`src/rtl/bcd_key_entry_pkg.sv`:
```
// Shared constants and BCD digit arithmetic for the push-button digit entry block.
package bcd_key_pkg;

  localparam int DIGIT_W = 4;

  localparam int DEF_NUM_DIGITS      = 4;
  localparam int DEF_NUM_BANKS       = 2;
  localparam int DEF_MAX_DIGIT       = 9;
  localparam int DEF_DEBOUNCE_CYCLES = 500000;
  localparam int DEF_REPEAT_DELAY    = 50000000;
  localparam int DEF_REPEAT_PERIOD   = 20000000;

  function automatic logic [DIGIT_W-1:0] bcd_inc(input logic [DIGIT_W-1:0] digit,
                                                 input logic [DIGIT_W-1:0] max_val);
    return (digit >= max_val) ? {DIGIT_W{1'b0}} : digit + 1'b1;
  endfunction

  function automatic logic [DIGIT_W-1:0] bcd_dec(input logic [DIGIT_W-1:0] digit,
                                                 input logic [DIGIT_W-1:0] max_val);
    return (digit == '0) ? max_val : digit - 1'b1;
  endfunction

endpackage

```
`src/rtl/bcd_key_entry_if.sv`:
```
// Key inputs and digit/bank outputs of the digit entry block.
interface bcd_key_entry_if #(
  parameter int NUM_DIGITS = 4,
  parameter int NUM_BANKS  = 2
);
  import bcd_key_pkg::*;

  localparam int BANK_W = (NUM_BANKS > 1) ? $clog2(NUM_BANKS) : 1;

  logic [NUM_DIGITS-1:0]                   key_digit;
  logic                                    key_bank;
  logic                                    key_clear;
  logic                                    key_dec;
  logic [DIGIT_W*NUM_DIGITS*NUM_BANKS-1:0] number;
  logic [BANK_W-1:0]                       bank_sel;
  logic                                    changed;

  modport master (
    output key_digit, key_bank, key_clear, key_dec,
    input  number, bank_sel, changed
  );

  modport slave (
    input  key_digit, key_bank, key_clear, key_dec,
    output number, bank_sel, changed
  );

endinterface

```
`src/rtl/bcd_key_entry_debounce.sv`:
```
// Two-stage synchroniser followed by a stable-sample counter; outputs the
// debounced level and a one-cycle pulse on its rising transition.
module key_debounce #(
  parameter int DEBOUNCE_CYCLES = 500000
) (
  input  logic clk100mhz,
  input  logic reset,
  input  logic key,
  output logic level,
  output logic rise
);

  localparam int CNT_W = (DEBOUNCE_CYCLES > 1) ? $clog2(DEBOUNCE_CYCLES) : 1;
  localparam logic [CNT_W-1:0] CNT_LAST = CNT_W'(DEBOUNCE_CYCLES - 1);

  logic             sync1_reg;
  logic             sync2_reg;
  logic [CNT_W-1:0] cnt_reg;
  logic             level_reg;
  logic             rise_reg;

  always_ff @(posedge clk100mhz) begin
    if (!reset) begin
      sync1_reg <= 1'b0;
      sync2_reg <= 1'b0;
      cnt_reg   <= '0;
      level_reg <= 1'b0;
      rise_reg  <= 1'b0;
    end else begin
      sync1_reg <= key;
      sync2_reg <= sync1_reg;
      rise_reg  <= 1'b0;
      // Any sample that agrees with the current level restarts the count.
      if (sync2_reg != level_reg) begin
        if (cnt_reg == CNT_LAST) begin
          level_reg <= sync2_reg;
          rise_reg  <= sync2_reg;
          cnt_reg   <= '0;
        end else begin
          cnt_reg <= cnt_reg + 1'b1;
        end
      end else begin
        cnt_reg <= '0;
      end
    end
  end

  assign level = level_reg;
  assign rise  = rise_reg;

endmodule

```
`src/rtl/bcd_key_entry.sv`:
```
// Multi-bank BCD digit entry: debounced digit keys step digits of the active
// bank with auto-repeat; bank key cycles banks, clear key zeroes everything.
module bcd_key_entry
  import bcd_key_pkg::*;
#(
  parameter int NUM_DIGITS      = DEF_NUM_DIGITS,
  parameter int NUM_BANKS       = DEF_NUM_BANKS,
  parameter int MAX_DIGIT       = DEF_MAX_DIGIT,
  parameter int DEBOUNCE_CYCLES = DEF_DEBOUNCE_CYCLES,
  parameter int REPEAT_DELAY    = DEF_REPEAT_DELAY,
  parameter int REPEAT_PERIOD   = DEF_REPEAT_PERIOD
) (
  input logic           clk100mhz,
  input logic           reset,
  bcd_key_entry_if.slave bus
);

  localparam int BANK_W  = (NUM_BANKS > 1) ? $clog2(NUM_BANKS) : 1;
  localparam int RPT_MAX = (REPEAT_DELAY > REPEAT_PERIOD) ? REPEAT_DELAY : REPEAT_PERIOD;
  localparam int RPT_W   = $clog2(RPT_MAX + 1);
  localparam logic [DIGIT_W-1:0] MAX_D = DIGIT_W'(MAX_DIGIT);

  logic [NUM_DIGITS-1:0] dig_level;
  logic [NUM_DIGITS-1:0] dig_rise;
  logic [NUM_DIGITS-1:0] rpt_fire;
  logic [NUM_DIGITS-1:0] dig_evt;
  logic                  bank_level, bank_rise;
  logic                  clear_level, clear_rise;
  logic                  dec_level, dec_rise;
  logic [BANK_W-1:0]     bank_sel_reg, bank_sel_next;
  logic                  changed_reg;
  logic                  any_evt;
  logic                  unused_deb;

  genvar gi, gb;

  generate
    for (gi = 0; gi < NUM_DIGITS; gi++) begin : g_digit_key
      key_debounce #(.DEBOUNCE_CYCLES(DEBOUNCE_CYCLES)) u_deb (
        .clk100mhz (clk100mhz),
        .reset     (reset),
        .key       (bus.key_digit[gi]),
        .level     (dig_level[gi]),
        .rise      (dig_rise[gi])
      );

      if (REPEAT_DELAY == 0) begin : g_no_rpt
        assign rpt_fire[gi] = 1'b0;
      end else begin : g_rpt
        // cnt_reg==0 means idle; the phase bit switches the threshold from
        // the initial delay to the repeat period, and fires reload the count.
        logic [RPT_W-1:0] cnt_reg;
        logic             phase_reg;
        logic [RPT_W-1:0] limit;

        assign limit        = phase_reg ? RPT_W'(REPEAT_PERIOD) : RPT_W'(REPEAT_DELAY);
        assign rpt_fire[gi] = dig_level[gi] && (cnt_reg != '0) && (cnt_reg == limit);

        always_ff @(posedge clk100mhz) begin
          if (!reset) begin
            cnt_reg   <= '0;
            phase_reg <= 1'b0;
          end else if (dig_rise[gi]) begin
            cnt_reg   <= RPT_W'(1);
            phase_reg <= 1'b0;
          end else if (!dig_level[gi]) begin
            cnt_reg   <= '0;
            phase_reg <= 1'b0;
          end else if (rpt_fire[gi]) begin
            cnt_reg   <= RPT_W'(1);
            phase_reg <= 1'b1;
          end else if (cnt_reg != '0) begin
            cnt_reg <= cnt_reg + 1'b1;
          end
        end
      end
    end
  endgenerate

  key_debounce #(.DEBOUNCE_CYCLES(DEBOUNCE_CYCLES)) u_deb_bank (
    .clk100mhz (clk100mhz), .reset (reset), .key (bus.key_bank),
    .level (bank_level), .rise (bank_rise)
  );

  key_debounce #(.DEBOUNCE_CYCLES(DEBOUNCE_CYCLES)) u_deb_clear (
    .clk100mhz (clk100mhz), .reset (reset), .key (bus.key_clear),
    .level (clear_level), .rise (clear_rise)
  );

  key_debounce #(.DEBOUNCE_CYCLES(DEBOUNCE_CYCLES)) u_deb_dec (
    .clk100mhz (clk100mhz), .reset (reset), .key (bus.key_dec),
    .level (dec_level), .rise (dec_rise)
  );

  assign unused_deb = dec_rise ^ bank_level ^ clear_level;
  assign dig_evt    = dig_rise | rpt_fire;
  assign any_evt    = clear_rise | bank_rise | (|dig_evt);

  // Digit cells compare against the current (pre-advance) bank, so a digit
  // event coinciding with a bank event lands in the bank being left.
  generate
    for (gb = 0; gb < NUM_BANKS; gb++) begin : g_bank
      for (gi = 0; gi < NUM_DIGITS; gi++) begin : g_cell
        logic [DIGIT_W-1:0] digit_reg;

        always_ff @(posedge clk100mhz) begin
          if (!reset || clear_rise) begin
            digit_reg <= '0;
          end else if (dig_evt[gi] && (bank_sel_reg == BANK_W'(gb))) begin
            digit_reg <= dec_level ? bcd_dec(digit_reg, MAX_D) : bcd_inc(digit_reg, MAX_D);
          end
        end

        assign bus.number[DIGIT_W*(gb*NUM_DIGITS+gi) +: DIGIT_W] = digit_reg;
      end
    end
  endgenerate

  always_comb begin
    bank_sel_next = bank_sel_reg + 1'b1;
    if (bank_sel_reg == BANK_W'(NUM_BANKS - 1)) begin
      bank_sel_next = '0;
    end
  end

  always_ff @(posedge clk100mhz) begin
    if (!reset) begin
      bank_sel_reg <= '0;
      changed_reg  <= 1'b0;
    end else begin
      changed_reg <= any_evt;
      if (clear_rise) begin
        bank_sel_reg <= '0;
      end else if (bank_rise) begin
        bank_sel_reg <= bank_sel_next;
      end
    end
  end

  assign bus.bank_sel = bank_sel_reg;
  assign bus.changed  = changed_reg;

endmodule
```
`src/flat_wrapper.sv`:
```
// flat-port wrapper written by rule: the top's interface ports become plain ports
module bcd_key_entry_flat import bcd_key_pkg::*;
#(
  parameter int NUM_DIGITS      = DEF_NUM_DIGITS,
  parameter int NUM_BANKS       = DEF_NUM_BANKS,
  parameter int MAX_DIGIT       = DEF_MAX_DIGIT,
  parameter int DEBOUNCE_CYCLES = DEF_DEBOUNCE_CYCLES,
  parameter int REPEAT_DELAY    = DEF_REPEAT_DELAY,
  parameter int REPEAT_PERIOD   = DEF_REPEAT_PERIOD
)
  (clk100mhz, reset, bus_key_digit, bus_key_bank, bus_key_clear, bus_key_dec, bus_number, bus_bank_sel, bus_changed);
  bcd_key_entry_if #(.NUM_DIGITS(NUM_DIGITS), .NUM_BANKS(NUM_BANKS)) bus_i ();
  input logic clk100mhz;
  input logic reset;
  input wire logic [$bits(bus_i.key_digit)-1:0] bus_key_digit;
  input wire logic [$bits(bus_i.key_bank)-1:0] bus_key_bank;
  input wire logic [$bits(bus_i.key_clear)-1:0] bus_key_clear;
  input wire logic [$bits(bus_i.key_dec)-1:0] bus_key_dec;
  output wire logic [$bits(bus_i.number)-1:0] bus_number;
  output wire logic [$bits(bus_i.bank_sel)-1:0] bus_bank_sel;
  output wire logic [$bits(bus_i.changed)-1:0] bus_changed;
  assign bus_i.key_digit = bus_key_digit;
  assign bus_i.key_bank = bus_key_bank;
  assign bus_i.key_clear = bus_key_clear;
  assign bus_i.key_dec = bus_key_dec;
  assign bus_number = bus_i.number;
  assign bus_bank_sel = bus_i.bank_sel;
  assign bus_changed = bus_i.changed;
  bcd_key_entry #(.NUM_DIGITS(NUM_DIGITS), .NUM_BANKS(NUM_BANKS), .MAX_DIGIT(MAX_DIGIT), .DEBOUNCE_CYCLES(DEBOUNCE_CYCLES), .REPEAT_DELAY(REPEAT_DELAY), .REPEAT_PERIOD(REPEAT_PERIOD)) u_core (.clk100mhz(clk100mhz), .reset(reset), .bus(bus_i));
endmodule
```
`config.mk`:
```
export PLATFORM = sky130hd
export DESIGN_NAME = bcd_key_entry_flat
export DESIGN_NICKNAME = d
export VERILOG_FILES = /design/src/rtl/bcd_key_entry_pkg.sv /design/src/rtl/bcd_key_entry_if.sv /design/src/rtl/bcd_key_entry_debounce.sv /design/src/rtl/bcd_key_entry.sv /design/src/flat_wrapper.sv
export SDC_FILE = /design/constraint.sdc
export NUM_CORES = 1
export LEC_CHECK = 0
export ABC_AREA = 1
export CORE_ASPECT_RATIO = 0.7
export CORE_UTILIZATION = 50
export CTS_BUF_LIST = sky130_fd_sc_hd__clkbuf_4 sky130_fd_sc_hd__clkbuf_8 sky130_fd_sc_hd__clkbuf_16
export DETAILED_ROUTE_END_ITERATION = 16
export GPL_ROUTABILITY_DRIVEN = 0
export GPL_TIMING_DRIVEN = 0
export PLACE_DENSITY_LB_ADDON = 0.12
export SLEW_MARGIN = 20
export SYNTH_ARGS = -nofsm -noshare
export SYNTH_HDL_FRONTEND = slang
export SYNTH_SLANG_ARGS = --single-unit
```
`constraint.sdc`:
```
create_clock -name clk100mhz -period 2.2 [get_ports clk100mhz]
set_clock_uncertainty 0.15 [all_clocks]
set_input_delay 0.22 -clock clk100mhz [delete_from_list [all_inputs] [get_ports clk100mhz]]
set_output_delay 0.22 -clock clk100mhz [all_outputs]
set_load 0.03 [all_outputs]
```
==> Yosys cells after proc, flatten, opt, wreduce, memory -nomap -nowiden <==
Cells that the tools add are included.
{ "classes": {"n_addsub": 28, "n_mul": 0, "div_mod_pow": 0, "order_cmp": 8, "eq_ne": 22, "shift": 0, "n_mux": 45, "bitwise_logic": 16, "reduce_logical": 60} }
{ "op_table": {"columns": ["operator", "n"], "rows": [
  ["19-bit by 1-bit adder with 19-bit output, second input constant", 7],
  ["19-bit equality test, second input constant", 7],
  ["26-bit by 1-bit adder with 26-bit output, second input constant", 4],
  ["26-bit equality test", 4],
  ["26-bit 2-to-1 mux", 4],
  ["26-bit nonzero test", 4],
  ["4-bit 2-to-1 mux", 24],
  ["3-bit OR reduction", 11],
  ["4-bit by 1-bit adder with 4-bit output, second input constant", 8],
  ["4-bit greater-or-equal comparator, second input constant", 8],
  ["4-bit logical NOT", 8],
  ["4-bit by 1-bit subtractor with 4-bit output, second input constant", 8],
  ["4-bit OR reduction", 5],
  ["3-bit AND reduction", 6],
  ["1-bit 2-to-1 mux", 17],
  ["1-bit logical AND", 16],
  ["4-bit by 1-bit inequality test with 1-bit output, second input constant", 4],
  ["2-bit AND reduction", 7],
  ["1-bit inverter", 13],
  ["1-bit inequality test", 7],
  ["4-bit bitwise OR", 1],
  ["1-bit bitwise OR", 2],
  ["2-bit OR reduction", 1],
  ["1-bit adder, second input constant", 1],
  ["2 further kinds", 2]
]} }
{ "word_totals": {"reg_bits": 302, "latchBits": 0, "ram_bits": 0, "mem_bits_ro": 0, "inputBits": 9, "out_inout_bits": 34, "wordCells": 235, "memories": 0} }

==> Logic depth before layout (Yosys ltp) <==
{ "depth": {"word_depth": 6, "ltp_mapped": 14, "depth_no_buf": 13} }

==> Cells and area by module <==
Synthesis repeated with hierarchy kept, for this count alone.
{ "unflattened": {"cells_unflattened": 2609, "hier_area_um2": 17071.4} }
{ "by_module_without_submodules": {"columns": ["module", "n_inst", "cells_per_inst", "area_each_um2", "seq_area_each_um2"], "rows": [
  ["bcd_key_entry", 1, 1328, 8789.7, 2842.7],
  ["key_debounce (u_core.g_digit_key[0].u_deb ...)", 6, 185, 1187.4, 460.4],
  ["key_debounce (u_core.u_deb_dec)", 1, 171, 1157.4, 460.4]
]} }

==> Worst setup path before layout <==
OpenSTA, ideal clock, no wires.
{ "synth_path": {"kind": "register -> register", "from": "reg u_core.g_bank[0].g_cell[2].digit_reg[0]", "to": "reg u_core.g_bank[0].g_cell[2].digit_reg[3]", "setup_ns": 0.116, "t_arrival_ns": 1.567, "required_ns": 1.934, "path_slack_ns": 0.367, "stages_incl_launch_ff": 13, "path_buffers": 0, "synth_period_minus_slack_ns": 1.833, "cell_sequence": "dfxtp_1 -> inv_1 -> ha_1 -> nand2_1 -> nor2_1 -> nor2_1 -> nor2_1 -> inv_1 -> nor2_1 -> nor2_1 -> nand3_1 -> nand2_1 -> nor2_1"} }
{ "synth_via": {"elab_chain_cells": 3, "word_cells_on_any_way": 7, "cone_classes": "add/sub (2); order compare (1); mux (3); reduce/logical (1)"} }
{ "synth_rtl": {"columns": ["element", "line", "text"], "rows": [
  ["start, declared", "bcd_key_entry.sv:104", "logic [DIGIT_W-1:0] digit_reg;"],
  ["start signal, assigned", "bcd_key_entry.sv:110", "digit_reg <= dec_level ? bcd_dec(digit_reg, MAX_D) : bcd_inc(digit_reg, MAX_D);"],
  ["4-bit by 1-bit adder with 4-bit output (tied with other cells)", "bcd_key_entry_pkg.sv:15", "return (digit >= max_val) ? {DIGIT_W{1'b0}} : digit + 1'b1;"],
  ["4-bit 2-to-1 mux, on equally long branches", "bcd_key_entry_pkg.sv:15, bcd_key_entry_pkg.sv:20", null],
  ["4-bit 2-to-1 mux *", "bcd_key_entry.sv:110", null]
]} }
Every way passes the cells marked *; elsewhere a longest branch is shown, timed or not.
A chain may end at the register's enable or synchronous reset.

==> Worst setup path after layout <==
{ "layout_path": {"from": "reg u_core.g_bank[0].g_cell[1].digit_reg[0]", "to": "out bus_number[4]"} }
{ "layout_lines": {"columns": ["element", "line", "text"], "rows": [
  ["start, declared", "bcd_key_entry.sv:104", null],
  ["start signal, assigned", "bcd_key_entry.sv:110", null],
  ["end, declared", "flat_wrapper.sv:19", "output wire logic [$bits(bus_i.number)-1:0] bus_number;"]
]} }
No word-level cell between the ends.

==> qor.yml <==
die_w_um: 214
clock_latency_ns: 0.56
yosysUniqueCellTypes: 57
post_cts_buffers: 0
grt.overflow.total: 0
min_path_type: "primary input to flop"
layout.cells.non_filler: 2754
final_layout_size_suffix_gt1_share_pct: 8.37
synth.most_common_cell: "nand2_1"
ant_nets: 0
synth-seq-cells: 302
initial_utilization_pct: 51.7
holdCritStartpoint: "bus_key_clear"
drt-pass1-iter-count: 5
cts_tree: "built"
htreeDepth: 1
r2r_slack_ns: 0.17
core_area_mm2: 0.0305
finalSetupTns_ns: 0
p_leak_nw: 6.70
synth_nets: 2294
hold_viol: 0
whs_endpoint: "u_core.u_deb_clear.sync1_reg$_SDFF_PN0_"
clock_sinks: 302
avgSynthCellArea_um2: 7.02
synthArstFlopShare_pct: 0
largest_reg_flops: 104
cp-end-kind: "output port"
grt_pass1_wl_mm: 60.3
drc: 0
vias: 14100
final_nets: 2369
synth-edff-count: 0
rr_endpoint: "u_core.g_digit_key[0].g_rpt.cnt_reg[20]$_SDFFE_PP0P_"
synth_common_cells: "nand2_1, nor2_1, inv_1"
critical-path-slowest-cell: "clkdlybuf4s50_1"
grt_max_degree: 15
ys_warn_count: 0
relSlewSlack_pct: 53.4
ys_top_cells_by_area: "dfxtp_1, nand2_1, nor2_1"
num_rows: 53
path_clk_slew_ns: 0.07
peakVddDrop_mv: 0.623
cp_slowest_stage_delay_ns: 0.73
grt_pass1_vias: 12900
synth_flop_cell: "dfxtp_1"
worst-path-buf-inv: 1
io_pins: 43
root_buffer: "clkbuf_16"
design.die.area_mm2: 0.0323
drv_cap: 0
crit_type: "flop to output port"
seq_area_frac_synth_pct: 38.4
worst_setup_path_start_kind: "flop"
crit_fanout: 5
clk_path_buf_depth: 3
routedWlPerCell_um: 12.9
placed_cell_area_mm2: 0.0167
grt_use_total_pct: 22.0
fp.dieH_um: 151
slew_violations: 0
pwr_density_cell_mw_per_mm2: 612
io_buffer_count: 41
fin_area_mm2: 0.0178
max_clock_freq_mhz: 465
setup_viol: 0
r2r_start: "u_core.g_digit_key[0].g_rpt.cnt_reg[0]$_SDFFE_PN0P_"
utilization_pct: 58.3
synth_cells: 2246
grt_antenna_before_repair: 0
synth_top_area_cell: "dfxtp_1"
status: "complete, no violations"
antenna_cells: 0
via_per_inst: 5.12
rsz0062_at_grt: "false"
synth_top_area_share_pct: 38.4
worstPathCellList: "clkdlybuf4s50_1"
holdPathStages: 3
netlist_area_mm2: 0.0158
routed_wl_mm: 35.5
min_period_ns: 2.15
cp.arrival_ns: 1.78
cts_buffers: 31
area_growth_pct: 12.8
reg2reg_depth: 10
crit_family: "buffers and inverters"
cp_data_required_time_ns: 1.83
placed_cells: 2699
worst-slew-pin-transition_ns: 0.699
drt_iter0_markers: 859
fin_crit_sh_pct: 97.8
dp_hpwl_mm: 26.2
[logic make-up after synthesis]
| kind of cell | share of synthesized area (%) |
|---|---|
| AND/OR/NAND/NOR | 34.5 |
| buffers and inverters | 9.14 |
| flip-flops | 38.4 |
| AO/OA/AOI/OAI | 10.0 |
| XOR/XNOR | 4.95 |
| adder cells (fa/ha/maj) | 3.10 |
[timing repair]
action / in CTS / in global routing
setup endpoints to repair: 1 / 33
endpoints found under the hold margin: 8 / 0
hold buffers: 1 / 0
pin swaps: 0 / 0
resized for setup: 1 / 18
[per-stage QoR]
stage | setup WS, ns | total power [W] | hold WS (ns)
global route | 0.00386 | 0.0113 | 0.0355
floorplan | 0.367 | 0.00568 | 0.168
CTS | 0.00955 | 0.0110 | 0.0170
finish | 0.0488 | 0.0109 | 0.0404
global placement | 0.138 | 0.00572 | 0.249
detailed placement | 0.111 | 0.00573 | 0.251
[per-layer routing]
layer  track usage [%]  vias to the layer above  share of wire (%)
met5                 0                        -                  0
met4              5.50                        0                2.0
met3              3.45                       48                4.6
met2              34.5                      260                 42
met1              31.5                     6371                 51
li1                  -                     7418                  -
[cell usage in the layout (no fill, tap or decap), types with 24 or more instances in the layout]
cell type | Yosys | routed
xor2_1 | 62 | 62
nand2_1 | 397 | 396
clkbuf_16 | 0 | 31
clkdlybuf4s50_1 | 0 | 37
nor3_1 | 94 | 93
inv_1 | 325 | 323
a21oi_1 | 111 | 111
ha_1 | 39 | 39
o21ai_0 | 119 | 119
dfxtp_1 | 302 | 302
nor3b_1 | 24 | 24
nand3_1 | 134 | 134
nand4_1 | 56 | 56
nor2_2 | 28 | 27
xnor2_1 | 27 | 27
nor2_1 | 329 | 327
[layout make-up]
class	instances	area [um^2]
Fill cell	2922	12700
Clock buffer	46	951
Tap cell	412	515
Inverter	336	1270
Timing Repair Buffer	42	427
Multi-Input combinational cell	1579	8320
Buffer	29	184
Clock inverter	8	78.8
Sequential cell	302	6050
[how the worst max path moves through the flow]
stage | start | endpoint | slack (ns) | cells past startpoint
floorplan | u_core.g_bank[0].g_cell[2].digit_reg[0]$_SDFFE_PP0P_ | u_core.g_bank[0].g_cell[2].digit_reg[3]$_SDFFE_PP0P_ | 0.37 | 12
global placement | u_core.g_digit_key[0].u_deb.cnt_reg[0]$_SDFF_PP0_ | u_core.g_digit_key[0].u_deb.cnt_reg[12]$_SDFF_PP0_ | 0.14 | 11
detailed placement | u_core.g_digit_key[0].u_deb.cnt_reg[0]$_SDFF_PP0_ | u_core.g_digit_key[0].u_deb.cnt_reg[12]$_SDFF_PP0_ | 0.11 | 11
CTS | u_core.g_bank[1].g_cell[1].digit_reg[2]$_SDFFE_PP0P_ | bus_number[22] | 0.01 | 1
global route | u_core.g_bank[1].g_cell[2].digit_reg[0]$_SDFFE_PP0P_ | bus_number[24] | 0.004 | 1
finish | u_core.g_bank[0].g_cell[1].digit_reg[0]$_SDFFE_PP0P_ | bus_number[4] | 0.05 | 1
[where the power goes]
part / leakage, nW / internal (W) / switching [W]
clock network: 0.516 / 0.00309 / 0.00219
registers: 2.43 / 0.00548 / 0.00000858
logic: 3.75 / 0.0000382 / 0.0000752
(Power assumes the default switching activity.)
